<file path="config.mk">
export PLATFORM = sky130hd
export DESIGN_NAME = combo_lock_param
export DESIGN_NICKNAME = d
export VERILOG_FILES = /design/src/rtl/combo_lock_param.sv
export SDC_FILE = /design/constraint.sdc
export NUM_CORES = 1
export LEC_CHECK = 0
export BUFFER_PORTS_ARGS = -buffer_cell sky130_fd_sc_hd__buf_2
export CORE_ASPECT_RATIO = 2
export CORE_UTILIZATION = 47
export CTS_CLUSTER_DIAMETER = 50
export DETAILED_ROUTE_END_ITERATION = 8
export PLACE_DENSITY_LB_ADDON = 0.3
export RECOVER_POWER = 25
export SYNTH_ARGS = -nofsm -noshare
export SYNTH_HDL_FRONTEND = slang
export SYNTH_SLANG_ARGS = --single-unit
</file>
<file path="constraint.sdc">
create_clock -name clock -period 2.9 [get_ports clock]
set_input_delay 0.725 -clock clock [delete_from_list [all_inputs] [get_ports clock]]
set_output_delay 0.725 -clock clock [all_outputs]
set_load 0.05 [all_outputs]
</file>
<file path="src/rtl/combo_lock_param.sv">
// Parametrised sequential combination lock with failed-attempt lockout.
// Sits between the debounced keypad front end and the door actuator driver.
module combo_lock_param #(
  parameter int                         WIDTH          = 3,
  parameter int                         DEPTH          = 4,
  parameter logic [WIDTH*DEPTH-1:0]     DEFAULT_CODE   = 12'hB9D,
  parameter int                         MAX_FAIL       = 3,
  parameter int                         LOCKOUT_CYCLES = 16
) (
  input  logic                              clock,
  input  logic                              reset,
  input  logic [WIDTH-1:0]                  digit,
  input  logic                              digit_valid,
  input  logic                              relock,
  input  logic                              prog,
  output logic                              open,
  output logic                              lockout,
  output logic [$clog2(MAX_FAIL+1)-1:0]     fail_count,
  output logic [$clog2(DEPTH+1)-1:0]        index
);

  localparam int FW = $clog2(MAX_FAIL + 1);
  localparam int IW = $clog2(DEPTH + 1);
  localparam int CW = $clog2(LOCKOUT_CYCLES + 1);

  typedef enum logic [1:0] {
    S_ENTRY,
    S_OPEN,
    S_PROG,
    S_LOCK
  } state_t;

  state_t                          r_state;
  logic [0:DEPTH-1][WIDTH-1:0]     r_code;
  logic [0:DEPTH-1][WIDTH-1:0]     r_shadow;
  logic [IW-1:0]                   r_index;
  logic                            r_err;
  logic [FW-1:0]                   r_fail;
  logic [CW-1:0]                   r_cnt;
  logic                            r_open;
  logic                            r_lockout;

  state_t                          w_state;
  logic [0:DEPTH-1][WIDTH-1:0]     w_code;
  logic [0:DEPTH-1][WIDTH-1:0]     w_shadow;
  logic [IW-1:0]                   w_index;
  logic                            w_err;
  logic [FW-1:0]                   w_fail;
  logic [CW-1:0]                   w_cnt;
  logic [WIDTH-1:0]                w_cur;
  logic                            w_last;
  logic                            w_hit;

  always_comb begin
    w_cur = '0;
    for (int i = 0; i < DEPTH; i++) begin
      if (r_index == IW'(i)) w_cur = r_code[i];
    end
  end

  assign w_last = (r_index == IW'(DEPTH - 1));
  assign w_hit  = (digit == w_cur);

  always_comb begin
    w_state  = r_state;
    w_code   = r_code;
    w_shadow = r_shadow;
    w_index  = r_index;
    w_err    = r_err;
    w_fail   = r_fail;
    w_cnt    = r_cnt;
    unique case (r_state)
      S_ENTRY: begin
        if (relock) begin
          w_index = '0;
          w_err   = 1'b0;
        end else if (digit_valid) begin
          if (w_last) begin
            w_index = '0;
            w_err   = 1'b0;
            // Verdict only after the full sequence: no early abort
            if (!r_err && w_hit) begin
              w_state = S_OPEN;
              w_fail  = '0;
            end else if (r_fail == FW'(MAX_FAIL - 1)) begin
              w_state = S_LOCK;
              w_fail  = FW'(MAX_FAIL);
              w_cnt   = CW'(LOCKOUT_CYCLES - 1);
            end else begin
              w_fail = r_fail + 1'b1;
            end
          end else begin
            w_index = r_index + 1'b1;
            w_err   = r_err | ~w_hit;
          end
        end
      end
      S_OPEN: begin
        if (relock) begin
          w_state = S_ENTRY;
        end else if (prog) begin
          w_state = S_PROG;
          w_index = '0;
        end
      end
      S_PROG: begin
        if (relock) begin
          w_state = S_ENTRY;
          w_index = '0;
        end else if (digit_valid) begin
          for (int i = 0; i < DEPTH; i++) begin
            if (r_index == IW'(i)) w_shadow[i] = digit;
          end
          if (w_last) begin
            w_code  = w_shadow;
            w_state = S_ENTRY;
            w_index = '0;
          end else begin
            w_index = r_index + 1'b1;
          end
        end
      end
      S_LOCK: begin
        // Counter holds remaining cycles minus one
        if (r_cnt == '0) begin
          w_state = S_ENTRY;
          w_fail  = '0;
        end else begin
          w_cnt = r_cnt - 1'b1;
        end
      end
      default: begin
        w_state = S_ENTRY;
      end
    endcase
  end

  always_ff @(posedge clock or posedge reset) begin
    if (reset) begin
      r_state   <= S_ENTRY;
      r_code    <= DEFAULT_CODE;
      r_shadow  <= '0;
      r_index   <= '0;
      r_err     <= 1'b0;
      r_fail    <= '0;
      r_cnt     <= '0;
      r_open    <= 1'b0;
      r_lockout <= 1'b0;
    end else begin
      r_state   <= w_state;
      r_code    <= w_code;
      r_shadow  <= w_shadow;
      r_index   <= w_index;
      r_err     <= w_err;
      r_fail    <= w_fail;
      r_cnt     <= w_cnt;
      r_open    <= (w_state == S_OPEN);
      r_lockout <= (w_state == S_LOCK);
    end
  end

  assign open       = r_open;
  assign lockout    = r_lockout;
  assign fail_count = r_fail;
  assign index      = r_index;

endmodule

</file>
==> results_dict.tcl <==
set metrics [dict create \
    synth.area.top_cells "dfrtp_1 (34%), dfstp_2 (10%), mux2_2 (5.4%)" \
    status "complete, but fails checks" \
    end_kind "register" \
    synthToLayoutAreaGrowth_pct 10.3 \
    synth_ff_type "dfrtp_1" \
    p_sw_mw 0.404 \
    drt_iter0_drc 33 \
    cts.hold.buffers_added 0 \
    viasPerCell 5.70 \
    path_class "reg -> reg" \
    clockPowerShare_pct 34.6 \
    worstRegToRegCells 8 \
    ys_seq_area_share_pct 43.8 \
    synth_top_area_cell "dfrtp_1" \
    hold_depth 2 \
    grt-ovfl-total 0 \
    worstPathArrival_ps 2450 \
    grt_use_met1_pct 18.2 \
    grt_use_met2_pct 40.2 \
    cp_top_family "compound AO/OA/AOI/OAI gates" \
    peakVddDrop_mv 0.477 \
    gp_congestion 0.801 \
    whs_ps 466 \
    cts-root-buf "clkbuf_8" \
    setup_viol 0 \
    ctsResizeCount 0 \
    ff2ff_setup_slack_ps 640 \
    tritoncts "built" \
    min_from "r_code[2]" \
    busiest_layer "met2" \
    fin_cells 276 \
    rr_endpoint "r_cnt[0]" \
    netlist_area_mm2 0.00208 \
    power_density_mw_per_mm2 562 \
    fin_area_mm2 0.00230 \
    cp_cell_sequence "inv_1 > ha_1 > a21oi_1 > a2111oi_0 > o21ai_0 > nor4b_4 > buf_4 > o41ai_1" \
    reg2reg_from "index[0]" \
    hold_viol_final 0 \
    grt_usage_pct 19.9 \
    wire_per_inst_um 15.4 \
    fin_util_pct 55.1 \
    grt_use_met3_pct 3.79 \
    ys_warn_count 0 \
    grt_start_max_net_pins 37 \
    critPathLaunchType "register" \
    fp.dieW_um 49.1 \
    syn_inst 209 \
    seqPwrFrac_pct 41.9 \
    drc 0 \
    first_pass_iters 4 \
    pre_cts_slack_ps 583 \
    routed_wl_um 4260 \
    core_mm2 0.00417 \
    critPathMaxFanout 12 \
    cts_sinks 36 \
    setup_slack_ps 640 \
    vias 1572 \
    slowest_stage "dfrtp_1" \
    min-delay-path-class "reg -> reg" \
    leakage_nw 1.05 \
    drive_gt1_share_pct 22.3 \
    slew_headroom_pct -27.8 \
    cp_slowest_stage_delay_ps 410 \
    swShare_pct 31.3 \
    avgSynthCellArea_um2 9.96 \
    rsz0062_at_grt "false" \
    violations "capacitance limit, slew limit" \
    diodes 0 \
    grt_pass1_vias 1499 \
    max_freq_mhz 442 \
    die-area_mm2 0.00472 \
    place_inst 268 \
    ys_ff_latch 36 \
    maxCapViolCount 1 \
    finalClockSkew_ps 8.50 \
    numCtsBuffers 5 \
    power_mw 1.29 \
    grt_pass1_wl_um 6920 \
    synth_nets 223 \
    postPlaceCellArea_mm2 0.00219 \
    combPwrFrac_pct 23.5 \
    hold_end "r_code[2]" \
    required_ps 3090 \
    cts.clk_slew.worst_paths_ps 80 \
    cts_buffer_depth 2 \
    fillers 386 \
    row_count 33 \
    port_buffers 14 \
    antenna_found_initial 0 \
    fin_crit_sh_pct 77.9 \
    clock_latency_ps 290 \
    io_pins 15 \
    path_buf_inv 2 \
    fin_crit_ps 2260 \
    drv_slew 37 \
    yosys.area.top_type_share_pct 33.7 \
    antenna_left 0 \
    yosys.cell_types.count 54 \
    dp_hpwl_um 3180 \
    synth_edf_count 0 \
    p_int_mw 0.886 \
    worst_pin_slew_ps 1920 \
    synthArstFlopShare_pct 100 \
    start_util_pct 49.9 \
    die_y_um 96.1 \
    finalNetCount 237 \
    tns_ps 0 \
    post-cts-setup-buffers 0 \
    htreeDepth 2 \
]
-- tightest hold or removal path, cell delays in order, from the launching register on --
cell and delay (ps):
dfstp_2 380, nand2_1 50, nand2_1 50
-- flip-flops by register name, indices dropped and copies added (netlist names), 2 cells and up --
| register | count |
|---|---|
| r_cnt | 5 |
| r_shadow | 9 |
| r_state | 2 |
| index | 3 |
| r_code | 12 |
| fail_count | 2 |
-- layout by cell type (no fill, tap or decap), types with 2 or more instances in the layout --
cell type | synthesis | final
dfrtp_1 | 28 | 28
nand2_1 | 26 | 26
a31oi_1 | 2 | 2
mux2i_1 | 9 | 9
and3_1 | 2 | 2
a21oi_1 | 9 | 9
ha_1 | 6 | 6
or2_2 | 2 | 2
o21bai_1 | 2 | 2
nor3_1 | 2 | 2
buf_4 | 1 | 2
clkbuf_8 | 0 | 5
o21ai_0 | 16 | 16
buf_2 | 2 | 14
nand4b_1 | 3 | 3
nor4_1 | 2 | 2
dfstp_2 | 8 | 8
mux2_2 | 10 | 10
nor2b_1 | 8 | 8
nand3_1 | 5 | 5
nand3b_1 | 2 | 2
o2111ai_1 | 2 | 2
xor2_1 | 2 | 2
a22o_1 | 2 | 2
or4_1 | 2 | 2
inv_1 | 9 | 9
o31a_1 | 2 | 2
nor2_1 | 9 | 9
o31ai_1 | 4 | 4
and3b_1 | 2 | 2
-- final cells by class --
class                   instances  area, µm²  share of cell area (%)
well taps                      52       65.1                    2.83
clock inverters                 3       42.5                    1.85
flip-flops and latches         36        911                    39.7
multi-input cells             154       1090                    47.3
inverters                       9       33.8                    1.47
clock buffers                   5       68.8                    3.00
repair buffers                 17       88.8                    3.87
-- synthesized netlist by cell type, types with 3 or more instances --
library cell   n
nor2b_1        8
inv_1          9
o21ai_0       16
a21oi_1        9
nand3_1        5
nor2_1         9
mux2_2        10
o31ai_1        4
clkbuf_1       6
dfstp_2        8
ha_1           6
dfrtp_1       28
nand2_1       26
nand4b_1       3
mux2i_1        9
-- cells by family (layout without fill, tap and decap cells) --
logic type	count (synthesis)	count (layout)	share of synthesized area, %
simple gates	77	77	21.5
compound gates	49	49	16.0
flops	36	36	43.7
mux	19	19	9.74
buf+inv	19	34	4.09
fa+ha+maj	6	6	3.61
xor+xnor	3	3	1.26
-- routing by layer --
metal | up-vias | share of wire (%)
met2 | 20 | 58
met1 | 769 | 37
met4 | 0 | 2.4
met5 | - | 0
met3 | 8 | 1.9
li1 | 775 | -
-- worst max-delay path by stage --
stage	startpoint	endpoint	slack, ps	cells past startpoint
floorplan	index[0]	r_err	530	8
global placement	relock	r_code[6]	610	6
detailed placement	digit[1]	r_cnt[0]	580	7
CTS	index[0]	r_cnt[0]	630	8
global route	reset	r_code[1]	260	3
finish	index[0]	r_cnt[0]	640	8
-- power by group through the flow --
stage | combinational (mW) | sequential [mW] | clock (mW)
after floorplan | 0.176 | 0.610 | 0
after global placement | 0.300 | 0.549 | 0
after detailed placement | 0.308 | 0.550 | 0
after CTS | 0.308 | 0.541 | 0.448
after global routing | 0.331 | 0.544 | 0.463
final | 0.303 | 0.540 | 0.446
(Power assumes the default switching activity.)
